[config.mk]
export PLATFORM = sky130hd
export DESIGN_NAME = lcd_panel_ctrl
export DESIGN_NICKNAME = d
export VERILOG_FILES = /design/src/rtl/lcd_pkg.sv /design/src/rtl/lcd_bus_timer.sv /design/src/rtl/lcd_panel_ctrl.sv
export SDC_FILE = /design/constraint.sdc
export NUM_CORES = 1
export LEC_CHECK = 0
export CORE_AREA = 10 10 73 75
export DETAILED_ROUTE_END_ITERATION = 8
export DIE_AREA = 0 0 83 85
export PLACE_DENSITY_LB_ADDON = 0.05
export SETUP_SLACK_MARGIN = 0.3
export SYNTH_ARGS = -nofsm -noshare
export SYNTH_HDL_FRONTEND = slang
export SYNTH_HIERARCHICAL = 1
export SYNTH_SLANG_ARGS = --single-unit
export TNS_END_PERCENT = 10
[constraint.sdc]
create_clock -name clk -period 2 [get_ports clk]
set_clock_uncertainty 0.05 [all_clocks]
set_input_delay 0.3 -clock clk [delete_from_list [all_inputs] [get_ports clk]]
set_output_delay 0.3 -clock clk [all_outputs]
set_load 0.02 [all_outputs]
[src/rtl/lcd_pkg.sv]
// Shared command bytes, FSM state encoding and bus word type for lcd_panel_ctrl.
package lcd_pkg;

  localparam logic [7:0] CMD_DISPLAY_ON = 8'h3F;
  localparam logic [7:0] CMD_START_LINE = 8'hC0;
  localparam logic [7:0] CMD_SET_PAGE   = 8'hB8;
  localparam logic [7:0] CMD_SET_COL    = 8'h40;

  typedef enum logic [3:0] {
    ST_INIT_ON,
    ST_INIT_LINE,
    ST_CLR_PAGE,
    ST_CLR_COL,
    ST_CLR_DATA,
    ST_IDLE,
    ST_FR_PAGE,
    ST_FR_COL,
    ST_FR_DATA,
    ST_DONE
  } lcd_state_t;

  typedef struct packed {
    logic       di;
    logic [7:0] data;
  } lcd_bus_t;

  function automatic lcd_bus_t cmd_word(input logic [7:0] b);
    return '{di: 1'b0, data: b};
  endfunction

  function automatic lcd_bus_t data_word(input logic [7:0] b);
    return '{di: 1'b1, data: b};
  endfunction

endpackage

[src/rtl/lcd_bus_timer.sv]
// Bus slot counter: 2*EN_DIV cycles per slot, strobe low in the first half.
// hold parks the counter at zero so a slot can wait for its data.
module lcd_bus_timer #(
  parameter int unsigned EN_DIV = 4
) (
  input  logic clk,
  input  logic rst,
  input  logic hold,
  output logic slot_start,
  output logic slot_end,
  output logic LCD_en
);

  localparam int unsigned    CNT_W    = $clog2(2 * EN_DIV);
  localparam logic [CNT_W-1:0] CNT_LAST = CNT_W'(2 * EN_DIV - 1);
  localparam logic [CNT_W-1:0] EN_ON    = CNT_W'(EN_DIV);

  logic [CNT_W-1:0] cnt;
  logic [CNT_W-1:0] cnt_nxt;

  assign slot_start = (cnt == '0);
  assign slot_end   = (cnt == CNT_LAST);

  always_comb begin
    cnt_nxt = cnt + CNT_W'(1);
    if (slot_end || (slot_start && hold)) cnt_nxt = '0;
  end

  // Strobe is registered from the next count so it tracks cnt >= EN_DIV exactly.
  always_ff @(posedge clk or posedge rst) begin
    if (rst) begin
      cnt    <= '0;
      LCD_en <= 1'b0;
    end else begin
      cnt    <= cnt_nxt;
      LCD_en <= (cnt_nxt >= EN_ON);
    end
  end

endmodule

[src/rtl/lcd_panel_ctrl.sv]
// KS0108-class multi-chip LCD write controller: power-on, optional clear,
// then full-frame streaming from a valid/ready pixel source.
module lcd_panel_ctrl
  import lcd_pkg::*;
#(
  parameter int unsigned NUM_CS        = 2,
  parameter int unsigned PAGES         = 8,
  parameter int unsigned COLS          = 64,
  parameter int unsigned EN_DIV        = 4,
  parameter logic [7:0]  CLEAR_BYTE    = 8'h00,
  parameter bit          CLEAR_ON_INIT = 1'b1
) (
  input  logic              clk,
  input  logic              rst,
  input  logic              frame_start,
  input  logic [7:0]        pix_data,
  input  logic              pix_valid,
  output logic              pix_ready,
  output logic              busy,
  output logic              frame_done,
  output logic              LCD_rst,
  output logic              LCD_rw,
  output logic [NUM_CS-1:0] LCD_cs,
  output logic              LCD_di,
  output logic              LCD_en,
  output logic [7:0]        LCD_data
);

  localparam int unsigned COL_W = $clog2(COLS);
  localparam int unsigned PG_W  = (PAGES > 1) ? $clog2(PAGES) : 1;
  localparam int unsigned CH_W  = (NUM_CS > 1) ? $clog2(NUM_CS) : 1;

  localparam logic [COL_W-1:0] COL_LAST  = COL_W'(COLS - 1);
  localparam logic [PG_W-1:0]  PAGE_LAST = PG_W'(PAGES - 1);
  localparam logic [CH_W-1:0]  CHIP_LAST = CH_W'(NUM_CS - 1);

  lcd_state_t        state;
  logic [COL_W-1:0]  col, col_nxt;
  logic [PG_W-1:0]   page, page_nxt;
  logic [CH_W-1:0]   chip, chip_nxt;
  lcd_bus_t          bus_q;
  logic [NUM_CS-1:0] cs_q;
  logic [NUM_CS-1:0] chip_oh;
  logic              col_last, page_last, chip_last, all_last;
  logic              slot_start, slot_end, hold;

  lcd_bus_timer #(.EN_DIV(EN_DIV)) u_timer (
    .clk        (clk),
    .rst        (rst),
    .hold       (hold),
    .slot_start (slot_start),
    .slot_end   (slot_end),
    .LCD_en     (LCD_en)
  );

  assign LCD_rst  = ~rst;
  assign LCD_rw   = 1'b0;
  assign LCD_cs   = cs_q;
  assign LCD_di   = bus_q.di;
  assign LCD_data = bus_q.data;

  assign chip_oh   = NUM_CS'(1) << chip;
  assign col_last  = (col == COL_LAST);
  assign page_last = (page == PAGE_LAST);
  assign chip_last = (chip == CHIP_LAST);
  assign all_last  = col_last && page_last && chip_last;

  // Column/page/chip advance with explicit wrap at the last value.
  always_comb begin
    col_nxt  = col_last ? '0 : col + COL_W'(1);
    page_nxt = page;
    chip_nxt = chip;
    if (col_last) begin
      page_nxt = page_last ? '0 : page + PG_W'(1);
      if (page_last) chip_nxt = chip_last ? '0 : chip + CH_W'(1);
    end
  end

  // The slot counter waits at zero while idle and while a data slot has no byte yet.
  always_comb begin
    hold = 1'b0;
    case (state)
      ST_IDLE, ST_DONE: hold = 1'b1;
      ST_FR_DATA:       hold = !(pix_valid && pix_ready);
      default:          hold = 1'b0;
    endcase
  end

  always_ff @(posedge clk or posedge rst) begin
    if (rst) begin
      state      <= ST_INIT_ON;
      col        <= '0;
      page       <= '0;
      chip       <= '0;
      bus_q      <= '0;
      cs_q       <= '0;
      pix_ready  <= 1'b0;
      frame_done <= 1'b0;
      busy       <= 1'b1;
    end else begin
      frame_done <= 1'b0;
      case (state)
        ST_INIT_ON: begin
          if (slot_start) begin
            bus_q <= cmd_word(CMD_DISPLAY_ON);
            cs_q  <= '1;
          end
          if (slot_end) state <= ST_INIT_LINE;
        end
        ST_INIT_LINE: begin
          if (slot_start) begin
            bus_q <= cmd_word(CMD_START_LINE);
            cs_q  <= '1;
          end
          if (slot_end) begin
            if (CLEAR_ON_INIT) begin
              state <= ST_CLR_PAGE;
            end else begin
              state <= ST_IDLE;
              busy  <= 1'b0;
            end
          end
        end
        ST_CLR_PAGE, ST_FR_PAGE: begin
          if (slot_start) begin
            bus_q <= cmd_word(CMD_SET_PAGE | 8'(page));
            cs_q  <= chip_oh;
          end
          if (slot_end) state <= (state == ST_CLR_PAGE) ? ST_CLR_COL : ST_FR_COL;
        end
        ST_CLR_COL, ST_FR_COL: begin
          if (slot_start) begin
            bus_q <= cmd_word(CMD_SET_COL);
            cs_q  <= chip_oh;
          end
          if (slot_end) begin
            if (state == ST_CLR_COL) begin
              state <= ST_CLR_DATA;
            end else begin
              state     <= ST_FR_DATA;
              pix_ready <= 1'b1;
            end
          end
        end
        ST_CLR_DATA: begin
          if (slot_start) begin
            bus_q <= data_word(CLEAR_BYTE);
            cs_q  <= chip_oh;
          end
          if (slot_end) begin
            col  <= col_nxt;
            page <= page_nxt;
            chip <= chip_nxt;
            if (all_last) begin
              state <= ST_IDLE;
              busy  <= 1'b0;
            end else if (col_last) begin
              state <= ST_CLR_PAGE;
            end
          end
        end
        ST_FR_DATA: begin
          if (pix_valid && pix_ready) begin
            bus_q     <= data_word(pix_data);
            cs_q      <= chip_oh;
            pix_ready <= 1'b0;
          end
          if (slot_end) begin
            col  <= col_nxt;
            page <= page_nxt;
            chip <= chip_nxt;
            if (all_last) begin
              state      <= ST_DONE;
              frame_done <= 1'b1;
            end else if (col_last) begin
              state <= ST_FR_PAGE;
            end else begin
              pix_ready <= 1'b1;
            end
          end
        end
        ST_IDLE: begin
          if (frame_start) begin
            state <= ST_FR_PAGE;
            busy  <= 1'b1;
          end
        end
        ST_DONE: begin
          state <= ST_IDLE;
          busy  <= 1'b0;
        end
        default: state <= ST_INIT_ON;
      endcase
    end
  end

endmodule

==> Word-level counts from Yosys, hierarchy flattened <==
Cells that the tools add are included.
Widths: inputs -> output; s select.
{ "op_classes": {"n_addsub": 4, "mul": 0, "div_mod_pow": 0, "order_cmp": 1, "eq_ne": 31, "n_shift": 1, "mux": 44, "n_bitwise": 1, "reduce_logical": 26} }
{ "ops": {"columns": ["operator", "n"], "rows": [
  ["$mux 9", 6],
  ["$pmux 9 s6", 1],
  ["$mux 4", 12],
  ["$pmux 4 s8", 1],
  ["$ne 2x1->1 const B", 13],
  ["$eq 4x3->1 const B", 4],
  ["$mux 1", 13],
  ["$reduce_and 4->1", 3],
  ["$reduce_or 2->1", 5],
  ["$mux 3", 3],
  ["$reduce_and 9->1", 1],
  ["$eq 4x2->1 const B", 2],
  ["$eq 4x4->1 const B", 2],
  ["$ne 2x2->1 const B", 4],
  ["$reduce_and 7->1", 1],
  ["$add 3x1->3 const B", 2],
  ["$add 6x1->6 const B", 1],
  ["$eq 3x3->1 const B", 2],
  ["$eq 6x6->1 const B", 1],
  ["$mux 2", 3],
  ["$mux 6", 1],
  ["$ne 3x3->1 const B", 2],
  ["$pmux 2 s3", 1],
  ["$reduce_and 3->1", 2],
  ["other kinds (17)", 22]
]} }
{ "totals": {"regBits": 32, "latch_bits": 0, "ramBits": 0, "mem_bits_ro": 0, "in_bits": 12, "output_inout_bits": 17, "word_cells": 120, "mem_count": 0} }

==> Depth between registers and ports, before layout <==
Gate-level depths: netlist of run 1.
{ "depth": {"ltp_word": 7, "depth_mapped": 8, "ltp_nobuf": 7} }

==> Hierarchy <==
Netlist of run 1, hierarchy kept.
{ "modules_own_cells": {"columns": ["mod", "instances", "cells_per_inst", "area_each_um2", "seq_area_each_um2"], "rows": [
  ["lcd_panel_ctrl", 1, 186, 1727.9, 701.9],
  ["lcd_bus_timer", 1, 14, 161.4, 75.1]
]} }

==> Least setup slack after synthesis of run 1 <==
No wires, ideal clock.
{ "synth_path": {"path_type": "reg2reg", "from": "register u_timer.cnt[0]", "to": "register cs_q[0] (netlist: LCD_cs[0])", "setup_ns": 0.125, "arrival_ns": 1.612, "t_required_ns": 1.825, "setup_slack_ns": 0.213, "stages_incl_launch_ff": 8, "n_path_buf": 1, "period_less_slack_ns": 1.787, "path_cell_list": "dfrtp_1 inv_1 ha_1 and2b_2 inv_1 o32ai_1 buf_4 mux2_2"} }
{ "synth_via": {"elab_chain_len": 3, "elab_cells_between_ends": 4, "cone_classes": "eq/ne: 2; reduce/logical: 2"} }
{ "synth_lines": {"columns": ["item", "line_no", "source"], "rows": [
  ["start, declared", "lcd_bus_timer.sv:18", "logic [CNT_W-1:0] cnt;"],
  ["start signal, assigned", "lcd_bus_timer.sv:35", "cnt <= cnt_nxt;"],
  ["$logic_not 3->1 *", "lcd_bus_timer.sv:21", "assign slot_start = (cnt == '0);"],
  ["named net slot_start", "lcd_panel_ctrl.sv:45", "logic slot_start, slot_end, hold;"],
  ["$ne 2x1->1 (no source line)", null, null],
  ["$reduce_and 4->1 (no source line) *", null, null],
  ["end signal, assigned", "lcd_panel_ctrl.sv:127", "cs_q <= chip_oh;"],
  ["end signal, assigned", "lcd_panel_ctrl.sv:134", "cs_q <= chip_oh;"],
  ["end signal, assigned", "lcd_panel_ctrl.sv:148", "cs_q <= chip_oh;"],
  ["end, declared", "lcd_panel_ctrl.sv:42", "logic [NUM_CS-1:0] cs_q;"]
]} }
The timed path passes the listed nets; every way through them passes the cells marked *.
A chain may end at the register's enable or synchronous reset.

==> Worst setup path in the final report of run 1 <==
Ends and elaborated chain as after synthesis.

==> reports/qor.csv, run 1 <==
metric,value,unit
required,2120,ps
start_kind,flip-flop,
layout_common_cells,"dfrtp_1 (26), clkdlybuf4s50_1 (26), buf_4 (18)",
die_area,7060,µm²
fin_area,2440,µm²
setup_viol,0,
ys_async_sr_fraction,1.00,
worstReg2RegStart,u_timer/cnt[0],
rsz0062_at_grt,yes,
hp-class,input port to asynchronous set/reset pin,
die_y,85,µm
antenna_found_initial,0,
avgViaCountPerCell,5.76,
cts_buffers,5,
power_frac_clock,0.423,
fin_ws,194,ps
drt-pass1-iter-count,4,
drt-initial-drc-count,141,
pre_cts_ws,122,ps
yosysSeqAreaShare,0.411,
setup.worst_path.start,u_timer/cnt[0],
synth_area_leader_cell,dfrtp_1,
syn_to_final_growth,29.4,%
power.density,477,nW/µm²
h-tree-depth,2,
cap_violations,0,
syn_inst,200,
met3WireLength,247,µm
utilization,0.625,
wl_per_cell,16.4,µm
hold_buffers,0,
routabilityCongestion,0.890,
swShare,0.211,
cp-end-kind,flip-flop,
avgSynthCellArea,9.45,µm²
clk_pin_slew_worst_paths,60,ps
finalSetupTns,0,ps
die_x,83,µm
synth_nets,218,
combPwrFrac,0.039,
placementRows,23,
yosysTopAreaCellShare,0.397,
cts_buffer_depth,2,
core,3910,µm²
cts_root_buffer,clkbuf_8,
whs,203,ps
yosysUniqueCellTypes,55,
insertion_delay,280,ps
synthesis.area,1890,µm²
fin_nets,260,
dp_hpwl,3670,µm
slew_viol_final,0,
status,"finished, final reports clean",
grt_max_degree,29,
period_share,0.903,
intPower,0.919,mW
grt_pass1_wl,8160,µm
ios,29,
insertedDiodeCount,0,
grt-ovfl-total,0,
placed_cell_area,2300,µm²
ant_nets,0,
start_util,0.483,
m1WireLength,2200,µm
synth_warnings,6,
crit_type,flip-flop to flip-flop,
switchingPower,0.246,mW
hold_violations,0,
clock_sinks,31,
pwr-share-seq,0.538,
track_usage,0.137,
io_buffers,27,
finalCriticalPeriod,1810,ps
routed_wl,4780,µm
synthTopCellsByArea,"dfrtp_1 (40%), mux2_2 (6.6%), ha_1 (4.0%)",
vdd.ir_drop.worst,0.000354,V
wl_met2,2240,µm
drc_errors,0,
grt_pass1_vias,1668,
cts_tree,yes,
vias,1682,
clock.fmax,554,MHz
p_leak,1.06,nW
synth_seq_cells,31,
top_layer_used,met4,
path_max_fanout,10,
synth_edf_count,0,
drive_above_1_share,0.231,
ys.flop_type,dfrtp_1,
critPathArrivalTime,1930,ps
## worst max-delay path, cell delays in order, from the launching register on
cell and delay [ps]:
dfrtp_1 370, inv_1 50, ha_2 160, and2b_2 200
and2b_1 160, a41oi_2 160, o32ai_2 100, buf_6 150
mux2_4 290
## layer usage
metal  vias up  global-route usage
met1       813               0.170
li1        811                   -
met5         -                   0
met3         7              0.0354
met4         0              0.0697
met2        51               0.216
## cell usage after synthesis (all sizes together) (4+ instances only)
cell type,number
o21ai,11
inv,13
nand2b,4
o22ai,5
mux2,11
dfrtp,30
ha,6
nor2b,6
nand2,16
nand3,9
clkbuf,4
and3,5
nor2,11
nor3,5
buf,7
a21oi,6
## power by group through the flow
| stage | Combinational, mW | Clock (mW) | Sequential [mW] |
|---|---|---|---|
| finish | 0.0455 | 0.492 | 0.627 |
| floorplan | 0.0164 | 0 | 0.639 |
| global route | 0.0507 | 0.532 | 0.627 |
| CTS | 0.0469 | 0.507 | 0.627 |
| detailed placement | 0.0473 | 0 | 0.639 |
| global placement | 0.0467 | 0 | 0.639 |
## cell type report
cell class | count | area, µm²
repair buffers | 46 | 415
flip-flops and latches | 31 | 782
inverters | 13 | 48.8
well taps | 50 | 62.6
multi-input cells | 145 | 1050
fillers | 360 | 1470
clock buffers | 6 | 82.6
clock inverters | 1 | 5.00
## path summary, 6_finish.rpt
check,cells after the start,end,slack (ps)
min reg2reg,1,u_timer/cnt[0],430
max,8,LCD_cs[0],190
max reg2reg,8,LCD_cs[0],190
max in group asynchronous,3,busy,1080
min in group clk,1,u_timer/cnt[0],430
min,2,u_timer/cnt[1],200
## registers in the layout, indices dropped and copies added (netlist names)
| name | count |
|---|---|
| LCD_data | 8 |
| frame_done | 1 |
| u_timer/LCD_en | 1 |
| LCD_di | 1 |
| state | 4 |
| busy | 1 |
| LCD_cs | 2 |
| col | 6 |
| chip | 1 |
| pix_ready | 1 |
| page | 3 |
| u_timer/cnt | 2 |
## metrics by stage
step           instances  power (mW)
2_1_floorplan        200       0.655
3_3_place_gp         283       0.685
3_5_place_dp         283       0.686
4_1_cts              290        1.18
5_1_grt              292        1.21
6_report             292        1.17
## cells by family after synthesis
group	share of synthesized area
flops	0.411
fa+ha+maj	0.0397
mux	0.0815
xor+xnor	0.0185
other cells	0.00198
simple gates	0.205
buf+inv	0.0609
compound gates	0.181
## what timing repair did
action / 4_1_cts / 5_1_grt
gates resized for setup: 1 / 13
pin swaps: 0 / 2
buffers inserted: 0 / 2
setup endpoints to repair: 19 / 29
Note: power is estimated with default switching activity, not from simulation.
==> run 2, diff against run 1 <==
Settings changed: CTS_CLUSTER_SIZE set to 20, GPL_TIMING_DRIVEN set to 0.
==> run 2 against run 1 <==
Power increased by 4.2%. Register-to-register slack got worse by 130 ps. Non-clock buffer count decreased by 1. Global-route usage increased by 1.4 points. Critical endpoint unchanged.
==> reports/qor.csv, run 2 (synthesis results as in run 1) <==
metric,value,unit,change
status,"finished, final reports clean",,
layoutNonFillerInstCount,293,,+0.34%
worstMarginPinSlew,688,ps,
vdd.ir_drop.worst,0.000390,V,+10%
grt-ovfl-total,0,,unchanged
drc_errors,0,,unchanged
largest_reg_flops,8,,unchanged
cp_cell_sequence,inv_1 > ha_2 > and2b_2 > and2b_1 > a41oi_2 > o32ai_4 > buf_6 > mux2_4,,
routed_wl,5190,µm,+8.5%
track_usage,0.151,,+0.0138
dp_hpwl,3680,µm,+0.45%
cts_root_buffer,clkbuf_8,,
routabilityCongestion,0.941,,+5.8%
cp_slowest_cell,dfrtp_1,,
die_x,83,µm,unchanged
finalCriticalPeriod,1930,ps,+127 ps
ios,29,,unchanged
path_max_fanout,10,,unchanged
start_util,0.483,,unchanged
grt_pass1_wl,8780,µm,+7.6%
clk_pin_slew_worst_paths,60,ps,about the same
grt_pass1_vias,1730,,+3.7%
period_share,0.966,,+0.0633
drt-initial-drc-count,221,,+57%
rsz0062_at_grt,yes,,
setup_viol,0,,unchanged
whs,330,ps,+127 ps
cp-end-kind,flip-flop,,
layout_common_cells,"dfrtp_1 (30), clkdlybuf4s50_1 (26), nand2_1 (16)",,
crit_type,flip-flop to flip-flop,,
placementRows,23,,unchanged
grt_max_degree,15,,-48%
avgViaCountPerCell,5.86,,+1.7%
slew_headroom,0.539,,
die_area,7060,µm²,unchanged
hold_buffers,0,,unchanged
cts_tree,yes,,
critPathArrivalTime,2050,ps,+120 ps
syn_to_final_growth,30.5,%,
antenna_found_initial,0,,unchanged
place_inst,277,,-2.1%
layout_commonest_cell,dfrtp_1,,
p_leak,1.06,nW,-0.50%
fin_area,2460,µm²,+0.82%
die_y,85,µm,unchanged
required,2120,ps,about the same
cp_top_family,flip-flops,,
clock_sinks,31,,unchanged
power.density,492,nW/µm²,+3.3%
core,3910,µm²,unchanged
placed_cell_area,2240,µm²,-2.7%
start_kind,flip-flop,,
wl_per_cell,17.7,µm,+8.1%
slew_viol_final,0,,unchanged
drive_above_1_share,0.226,,-0.00507
vias,1716,,+2.0%
clock.fmax,517,MHz,-6.5%
io_buffers,27,,unchanged
ant_nets,0,,unchanged
insertion_delay,280,ps,about the same
hp-class,input port to asynchronous set/reset pin,,
path_buf_inv,2,,unchanged
h-tree-depth,2,,unchanged
cpPeakStageDelay,370,ps,about the same
cap_violations,0,,unchanged
insertedDiodeCount,0,,unchanged
cts_buffer_depth,2,,unchanged
fin_nets,260,,unchanged
cts_buffers,5,,unchanged
hold_violations,0,,unchanged
drt-pass1-iter-count,4,,unchanged
-- run 2: per-stage QoR --
step / power [mW] / utilization / setup TNS [ps] / worst slack [ps]
floorplan: 0.655 / - / 0 / 230
global placement: 0.684 / 0.573 / -703 / -703
detailed placement: 0.685 / 0.573 / -734 / -734
CTS: 1.23 / 0.620 / 0 / 97.5
global route: 1.26 / 0.630 / 0 / 21.2
finish: 1.21 / 0.630 / 0 / 67.2
-- run 2: final cells by class --
cell class                      instances  area [µm²]
Inverter                               13        52.6
Tap cell                               50        62.6
Clock buffer                            8         100
Multi-Input combinational cell        145        1070
Fill cell                             335        1450
Sequential cell                        31         777
Timing Repair inverter                  1        5.00
Timing Repair Buffer                   34         322
Buffer                                 11        72.6
-- run 2: repair_timing --
| action | 4_1_cts | 5_1_grt |
|---|---|---|
| buffers inserted | 4 | 3 |
| setup endpoints to repair | 31 | 31 |
| pin swaps | 2 | 1 |
| resized for setup | 15 | 4 |
| gates cloned | 1 | 0 |
-- run 2: routing by layer --
layer	GRT usage	wire, µm	up-vias
met1	0.178	2170	824
li1	-	-	810
met5	0	0	-
met3	0.0335	357	5
met4	0.0557	60	0
met2	0.263	2600	77
-- run 2: power breakdown --
part           switching [mW]  internal [mW]  leakage (nW)  total, mW
logic                  0.0272         0.0244         0.605     0.0516
registers                   0          0.627         0.399      0.627
clock network           0.221          0.314        0.0515      0.534
-- run 2: worst paths after layout --
check	slack, ps	startpoint	to	cells after the start
worst max-delay path	70	u_timer/cnt[0]	LCD_cs[0]	8
worst min-delay path	330	rst	u_timer/LCD_en	2
worst max register to register	70	u_timer/cnt[0]	LCD_cs[0]	8
worst min register to register	450	busy	busy	1
max in group asynchronous	980	rst	busy	2
min in group clk	450	busy	busy	1
-- run 2: worst reg2reg max path: cells and delay by family, from the launching register on --
kind / cells / cell delay, ps
and+or+nand+nor: 2 / 370
muxes: 1 / 290
AOI/OAI and AO/OA: 2 / 350
buffers and inverters: 2 / 220
DFF: 1 / 370
adders and majority gates: 1 / 170
